`config.mk`:
```
export PLATFORM = sky130hd
export DESIGN_NAME = alux_core
export DESIGN_NICKNAME = d
export VERILOG_FILES = /design/src/rtl/alux_core.sv
export SDC_FILE = /design/constraint.sdc
export NUM_CORES = 2
export LEC_CHECK = 0
export BUFFER_PORTS_ARGS = -buffer_cell sky130_fd_sc_hd__buf_2
export CAP_MARGIN = 15
export CELL_PAD_IN_SITES_DETAIL_PLACEMENT = 1
export CELL_PAD_IN_SITES_GLOBAL_PLACEMENT = 1
export CORE_MARGIN = 2
export CORE_UTILIZATION = 40
export CTS_CLUSTER_DIAMETER = 40
export DETAILED_ROUTE_END_ITERATION = 7
export PLACE_DENSITY = 0.7
export SYNTH_ARGS = -nofsm -noshare
export SYNTH_HDL_FRONTEND = slang
export SYNTH_SLANG_ARGS = --single-unit
```
`constraint.sdc`:
```
create_clock -name clock -period 5.8 [get_ports clock]
set_input_delay 1.45 -clock clock [delete_from_list [all_inputs] [get_ports clock]]
set_output_delay 1.45 -clock clock [all_outputs]
set_load 0.05 [all_outputs]
```
`src/rtl/alux_core.sv`:
```
// rtl/alux_core.sv - 64-bit multi-cycle ALU: single-cycle logic/arith, shift-add MUL, restoring DIV/REM.
// Optional divider datapath enabled by defining ALUX_DIV_EN; otherwise opcodes 10/11 return 0 in one cycle.
module alux_core #(
  parameter int WIDTH          = 64,
  parameter int MUL_RADIX_BITS = 4
) (
  input  logic              clock,
  input  logic              reset,
  input  logic [WIDTH-1:0]  inA,
  input  logic [WIDTH-1:0]  inB,
  input  logic [3:0]        opr,
  input  logic              start,
  output logic [WIDTH-1:0]  outAB,
  output logic              done
);

  typedef enum logic [1:0] {
    S_IDLE,
    S_BUSY,
    S_FINISH
  } state_t;

  localparam int         MUL_ITERS = WIDTH / MUL_RADIX_BITS;
  localparam logic [6:0] MUL_LAST  = 7'(MUL_ITERS - 1);
`ifdef ALUX_DIV_EN
  localparam logic [6:0] DIV_LAST  = 7'(WIDTH - 1);
`endif

  state_t             r_state;
  state_t             w_next;
  logic [WIDTH-1:0]   r_a;
  logic [WIDTH-1:0]   r_b;
  logic [WIDTH-1:0]   r_acc;
  logic [6:0]         r_cnt;
  logic [WIDTH-1:0]   w_alu;
  logic [WIDTH-1:0]   w_pp;
  logic [WIDTH-1:0]   w_mul_next;
  logic [5:0]         w_sh;
  logic               w_is_multi;
  logic               w_last;
  logic [6:0]         w_cnt_load;

`ifdef ALUX_DIV_EN
  logic [3:0]         r_op;
  logic [WIDTH:0]     w_trial;
  logic               w_qbit;
  logic [WIDTH-1:0]   w_rem_next;
  logic [WIDTH-1:0]   w_quo_next;

  // Restoring step: shift the next dividend bit into the partial remainder and try to subtract.
  assign w_trial    = {r_acc, r_a[WIDTH-1]} - {1'b0, r_b};
  assign w_qbit     = ~w_trial[WIDTH];
  assign w_rem_next = w_qbit ? w_trial[WIDTH-1:0] : {r_acc[WIDTH-2:0], r_a[WIDTH-1]};
  assign w_quo_next = {r_a[WIDTH-2:0], w_qbit};
  assign w_is_multi = (opr == 4'd9) || (opr == 4'd10) || (opr == 4'd11);
  assign w_cnt_load = (opr == 4'd9) ? MUL_LAST : DIV_LAST;
`else
  assign w_is_multi = (opr == 4'd9);
  assign w_cnt_load = MUL_LAST;
`endif

  assign w_sh       = inB[5:0];
  assign w_pp       = r_a * {{(WIDTH-MUL_RADIX_BITS){1'b0}}, r_b[MUL_RADIX_BITS-1:0]};
  assign w_mul_next = r_acc + w_pp;
  assign w_last     = (r_cnt == 7'd0);

  always_comb begin
    w_alu = '0;
    case (opr)
      4'd0:    w_alu = inA + inB;
      4'd1:    w_alu = inA - inB;
      4'd2:    w_alu = inA & inB;
      4'd3:    w_alu = inA | inB;
      4'd4:    w_alu = inA ^ inB;
      4'd5:    w_alu = ~inA;
      4'd6:    w_alu = inA << w_sh;
      4'd7:    w_alu = inA >> w_sh;
      4'd8:    w_alu = WIDTH'($signed(inA) >>> w_sh);
      4'd12:   w_alu = (inA < inB) ? inA : inB;
      4'd13:   w_alu = (inA > inB) ? inA : inB;
      4'd14:   w_alu = inA;
      4'd15:   w_alu = inB;
      default: w_alu = '0;
    endcase
  end

  always_ff @(posedge clock or negedge reset) begin
    if (!reset) r_state <= S_IDLE;
    else        r_state <= w_next;
  end

  always_comb begin
    w_next = r_state;
    done   = 1'b0;
    case (r_state)
      S_IDLE:   if (start) w_next = w_is_multi ? S_BUSY : S_FINISH;
      S_BUSY:   if (w_last) w_next = S_FINISH;
      S_FINISH: begin
        done   = 1'b1;
        w_next = S_IDLE;
      end
      default:  w_next = S_IDLE;
    endcase
  end

  // outAB is written on the edge entering FINISH so it is valid while done is high.
  always_ff @(posedge clock or negedge reset) begin
    if (!reset) begin
      r_a   <= '0;
      r_b   <= '0;
      r_acc <= '0;
      r_cnt <= '0;
      outAB <= '0;
`ifdef ALUX_DIV_EN
      r_op  <= '0;
`endif
    end else begin
      case (r_state)
        S_IDLE: if (start) begin
          r_a   <= inA;
          r_b   <= inB;
          r_acc <= '0;
          r_cnt <= w_cnt_load;
`ifdef ALUX_DIV_EN
          r_op  <= opr;
`endif
          if (!w_is_multi) outAB <= w_alu;
        end
        S_BUSY: begin
          r_cnt <= r_cnt - 7'd1;
`ifdef ALUX_DIV_EN
          if (r_op != 4'd9) begin
            r_acc <= w_rem_next;
            r_a   <= w_quo_next;
            if (w_last) outAB <= (r_op == 4'd10) ? w_quo_next : w_rem_next;
          end else
`endif
          begin
            r_acc <= w_mul_next;
            r_a   <= r_a << MUL_RADIX_BITS;
            r_b   <= r_b >> MUL_RADIX_BITS;
            if (w_last) outAB <= w_mul_next;
          end
        end
        default: ;
      endcase
    end
  end

endmodule

```
-- After elaboration in Yosys (flattened, before gate mapping)
Cells that the tools add are included.
- register bits after elaboration: 265
- word-level logic and storage cells: 65
- $lt $le $gt $ge: 2
- $add $sub $neg: 4
- reduce and logical (&&, ||, !) cells: 7
- multiplexer cells: 20
- eq/ne operators: 18
- shift-type cells: 3
- bitwise logic cells: 4
- $mul: 1
- operators with widths (operator ; number):
    one-hot mux 64 bit (13 select lines) ; 1
    two-way mux 64 bit ; 8
    one-hot mux 64 bit (2 select lines) ; 4
    adder 64 bit ; 2
    bitwise AND 64 bit ; 1
    greater-than comparator 64 bit ; 1
    less-than comparator 64 bit ; 1
    multiplier 64 x 4 -> 64 bit ; 1
    NOT 64 bit ; 1
    OR 64 bit ; 1
    left shift 64 x 6 -> 64 bit ; 1
    >> shifter 64 x 6 -> 64 bit ; 1
    >>> shifter 64 x 6 -> 64 bit ; 1
    subtractor 64 bit ; 1
    bitwise XOR 64 bit ; 1
    == test 4 bit, second input constant ; 6
    == test 4 x 3 -> 1 bit, second input constant ; 4
    one-hot mux 7 bit (2 select lines) ; 1
    == test 4 x 2 -> 1 bit, second input constant ; 2
    logical NOT 7 bit ; 1
    two-way mux 7 bit ; 1
    subtractor 7 x 1 -> 7 bit, second input constant ; 1
    two-way mux 2 bit ; 3
    != test 2 bit, second input constant ; 3
    10 further kinds ; 11

-- Logic depth before layout (Yosys ltp)
- word-level depth: 6
- depth in mapped cells: 22

-- Worst setup path before layout
No wires, ideal clock.
- kind: input to register
- start: in inB[3]
- end: reg outAB[37]
- buffers on the path: 5
- path slack: -0.122 ns
- cell stages on the path: 17
- arrival: 5.780 ns
- cell sequence: clkbuf_1 inv_2 buf_1 clkbuf_1 clkbuf_1 ha_1 buf_6 or4_1 and3b_4 o31a_4 o31ai_4 a21oi_1 o31ai_1 a21oi_1 a221o_1 a21oi_1 o221ai_1
- longest elaborated chain between the ends: 6
- RTL lines (item ; line ; text):
    start, declared ; 10 ; input logic [WIDTH-1:0] inB,
    greater-than comparator 64 bit / less-than comparator 64 bit (equally long branches) ; 80, 79 ;
    two-way mux 64 bit, on equally long branches ; 80, 79 ;
    one-hot mux 64 bit (13 select lines) (*) ; 69 ; case (opr)
    two-way mux 64 bit (*) ; 127 ; if (!w_is_multi) outAB <= w_alu;
    two-way mux 64 bit (*) ; 119 ; S_IDLE: if (start) begin
    one-hot mux 64 bit (2 select lines) (*) ; 118 ; case (r_state)
    end signal, assigned ; 127 ;
    end signal, assigned ; 142 ; if (w_last) outAB <= w_mul_next;
    end, declared ; 13 ; output logic [WIDTH-1:0] outAB,
Every way passes the cells marked *; elsewhere a longest branch is shown, timed or not. The select of a mux whose other input is x is not followed.
A chain may end at the register's enable or synchronous reset.

-- Final worst setup path
- start: in inA[50]
- end: reg outAB[39]
- longest elaborated chain between the ends: 6
- RTL lines (item ; line ; text):
    start, declared ; 9 ; input logic [WIDTH-1:0] inA,
    greater-than comparator 64 bit / less-than comparator 64 bit (equally long branches) ; 80, 79 ;
    two-way mux 64 bit, on equally long branches ; 80, 79 ;
    one-hot mux 64 bit (13 select lines) (*) ; 69 ;
    two-way mux 64 bit (*) ; 127 ;
    two-way mux 64 bit (*) ; 119 ;
    one-hot mux 64 bit (2 select lines) (*) ; 118 ;
Marked as above.

==> qor.yml <==
run_status:
  outcome: "finished clean"
critical_path:
  path_delay_family: "simple AND/OR/NAND/NOR gates"
  cp-end-kind: "register"
  critPathKind: "input pin to register"
  crit_path_start_kind: "input pin"
  crit_fanout: 13
  arrival_ns: 6.19
  cp_cell_sequence: "buf_2, inv_1, ha_1, nor4_1, buf_4, and2_1, and4b_1, and2_1, nand3_1, nor4_2, a21oi_2, o2bb2ai_4, buf_4, buf_4, a221oi_1, o21ai_0, a22oi_1, o21ai_0"
  crit_path_frequent_cell: "buf_4"
  critPathMaxStageDelay_ns: 0.74
  timing.critical_path.buf_inv: 5
  cp_data_required_time_ns: 6.28
  cpMaxStageDelayCell: "nor4_2"
clocking:
  htreeDepth: 3
  cts_buffers: 67
  cts-hold-fix-buffers: 0
  clk_pin_slew_ns: 0.04
  ctsRootBufferMaster: "clkbuf_16"
  cts.sinks: 265
  cts_tree: "yes"
  cts_setup_buffers: 0
  clk_path_buf_depth: 3
  clk_latency_ns: 0.67
detailed_routing:
  postRouteWirelength_mm: 228
  drt-pass1-iter-count: 6
  drt-wirelength-per-cell_um: 31.6
  num_vias: 47300
  drc: 0
  avgViaCountPerCell: 6.55
  drt_iter0_drc: 5410
  postRouteAntennaNets: 0
sta:
  relSlewSlack_pct: 18.3
  hold_violations: 0
  fin_crit_ns: 5.71
  rsz0062_at_grt: "true"
  final_max_slew_viol_count: 0
  period_share_pct: 98.4
  hold_ws_ns: 0.474
  tightestPinTransition_ns: 1.21
  clock_skew_ns: 0.0468
  tns_ns: 0
  fmax_mhz: 175
  setup_viol: 0
  fin_ws_ns: 0.0902
cells_and_area:
  stdcell_count: 7225
  postLayoutCellArea_sq_um: 48900
  post-route-util_pct: 47.1
  drive_above_1_share_pct: 15.8
  area_delta_synth_final_pct: 16.4
  final_common_cell: "a21oi_1"
  fillers: 12800
  most-common-layout-cells: "a21oi_1, nor2_1, nand2_1"
  num-nets-final: 6367
power_and_ir_drop:
  p_per_area_nw_per_um2: 448
  p_leak_nw: 22.0
  vdd_drop_max_v: 0.000707
  report.power.total_mw: 21.9
floorplanning:
  die_height_um: 328
  fp.dieArea_sq_um: 108000
  io_pins: 200
  core_area_sq_um: 104000
  rows: 118
  initial_core_util_pct: 40.5
  die_w_um: 328
global_routing:
  gr-total-overflow: 0
  first_global_vias: 47200
  grt_pass1_wl_mm: 331
  track_usage_pct: 41.5
  antenna_found_initial: 29
  grt_max_degree: 141
placed_design:
  gp_congestion: 1.02
  placed_area_sq_um: 46400
  post-place-ws_ns: -0.762
  placed_cells: 7096
  dp_hpwl_mm: 178
  port_buffers: 199
synth:
  syn_avg_cell_area_sq_um: 7.52
  ys_types: 95
  async_flop_share_pct: 100
  syn_inst: 5587
  synth.cell_area_sq_um: 42000
  ys_warn_count: 0
  yosysTopAreaCellShare_pct: 15.8
  synth_flop_cell: "dfrtp_1"
  syn_nets: 6168
  synth-edff-count: 0
  ys_seq_area_share_pct: 15.8
  synthTopCellsByArea: "dfrtp_1, fa_1, ha_1, a21oi_1, mux4_2"
  synth_top_cell_by_area: "dfrtp_1"
  ys_ff_latch: 265
run:
  maxCapViolCount: 0
min_path:
  hold_class: "register to register"
-- final cells by class --
type | count | area (sq um) | area share [%]
Inverter | 477 | 1790 | 3.67
Antenna cell | 7 | 17.5 | 0.0358
Tap cell | 1380 | 1730 | 3.53
Clock inverter | 44 | 663 | 1.36
Multi-Input combinational cell | 4376 | 32000 | 65.4
Sequential cell | 265 | 6630 | 13.6
Timing Repair Buffer | 599 | 4340 | 8.87
Clock buffer | 77 | 1730 | 3.55
-- final timing paths --
check                           from         to  slack, ns  cells past startpoint
max                          inA[50]  outAB[39]       0.09                     18
min                        outAB[10]  outAB[10]       0.47                      2
max reg2reg                   r_b[3]  outAB[56]       0.15                     22
min reg2reg                outAB[10]  outAB[10]       0.47                      2
max in group asynchronous      reset  outAB[19]       3.70                      2
min in group asynchronous      reset  r_acc[54]       0.74                      1
-- logic make-up (layout without fill, tap and decap cells) --
kind of cell | after synthesis | in the layout | synth area share (%)
AO/OA/AOI/OAI | 1880 | 1880 | 28.7
adder cells (fa/ha/maj) | 446 | 446 | 16.6
flip-flops | 265 | 265 | 15.8
multiplexers | 259 | 259 | 9.54
XOR/XNOR | 81 | 81 | 1.69
buffers and inverters | 946 | 1197 | 8.58
AND/OR/NAND/NOR | 1710 | 1710 | 19.1
other | 0 | 7 | 0
-- what timing repair did --
| item | 4_1_cts | 5_1_grt |
|---|---|---|
| hold endpoints to repair | 0 | 0 |
| endpoints found under the setup margin | 3 | 17 |
| resized for setup | 1 | 22 |
| pin swaps | 0 | 1 |
-- per-layer routing --
| metal | GRT usage, % | share of wire [%] | vias to the layer above |
|---|---|---|---|
| met1 | 55.8 | 42 | 23900 |
| met4 | 17.6 | 4.9 | 44 |
| li1 | - | - | 20300 |
| met5 | 0 | 0.12 | - |
| met2 | 61.4 | 42 | 2453 |
| met3 | 12.7 | 11 | 573 |
-- power breakdown --
| part | switching, mW | internal, mW | total (mW) |
|---|---|---|---|
| Combinational | 9.33 | 5.13 | 14.5 |
| Sequential | 0.797 | 2.51 | 3.30 |
| Clock | 1.42 | 2.71 | 4.13 |
-- state kept, by name, summed over array words and instances (netlist names) --
signal / count
outAB: 64
r_a: 64
r_acc: 64
r_b: 64
r_cnt: 7
r_state: 2
-- Yosys cell counts (12+ instances only) --
cell,count
nand2_1,505
a31oi_1,59
o21ai_0,469
a211oi_1,61
nor4_1,42
o31ai_1,48
xnor2_1,61
a221oi_1,96
o221ai_1,39
buf_1,41
o22ai_1,45
o211ai_1,54
dfrtp_1,265
nand4_1,54
nand2b_1,23
nand3_1,84
o21a_1,19
o2111ai_1,13
nor3_1,64
inv_1,473
buf_2,34
mux2i_1,126
a221o_1,40
o21bai_1,72
and2_1,252
clkbuf_1,392
o31a_1,12
and3_1,14
nor2b_1,72
a22o_1,26
fa_1,184
nor2_1,524
a21o_1,82
a2111oi_0,18
nor3b_1,25
xor2_1,20
mux2_2,22
ha_1,262
a22oi_1,88
mux4_2,111
a21oi_1,533
-- worst min-delay path: cells and delay by family, from the launching register on --
family,cells,cell delay [ns]
DFF,1,0.34
and+or+nand+nor,1,0.05
AOI/OAI and AO/OA,1,0.06
Power figures use the tool's default switching activity.
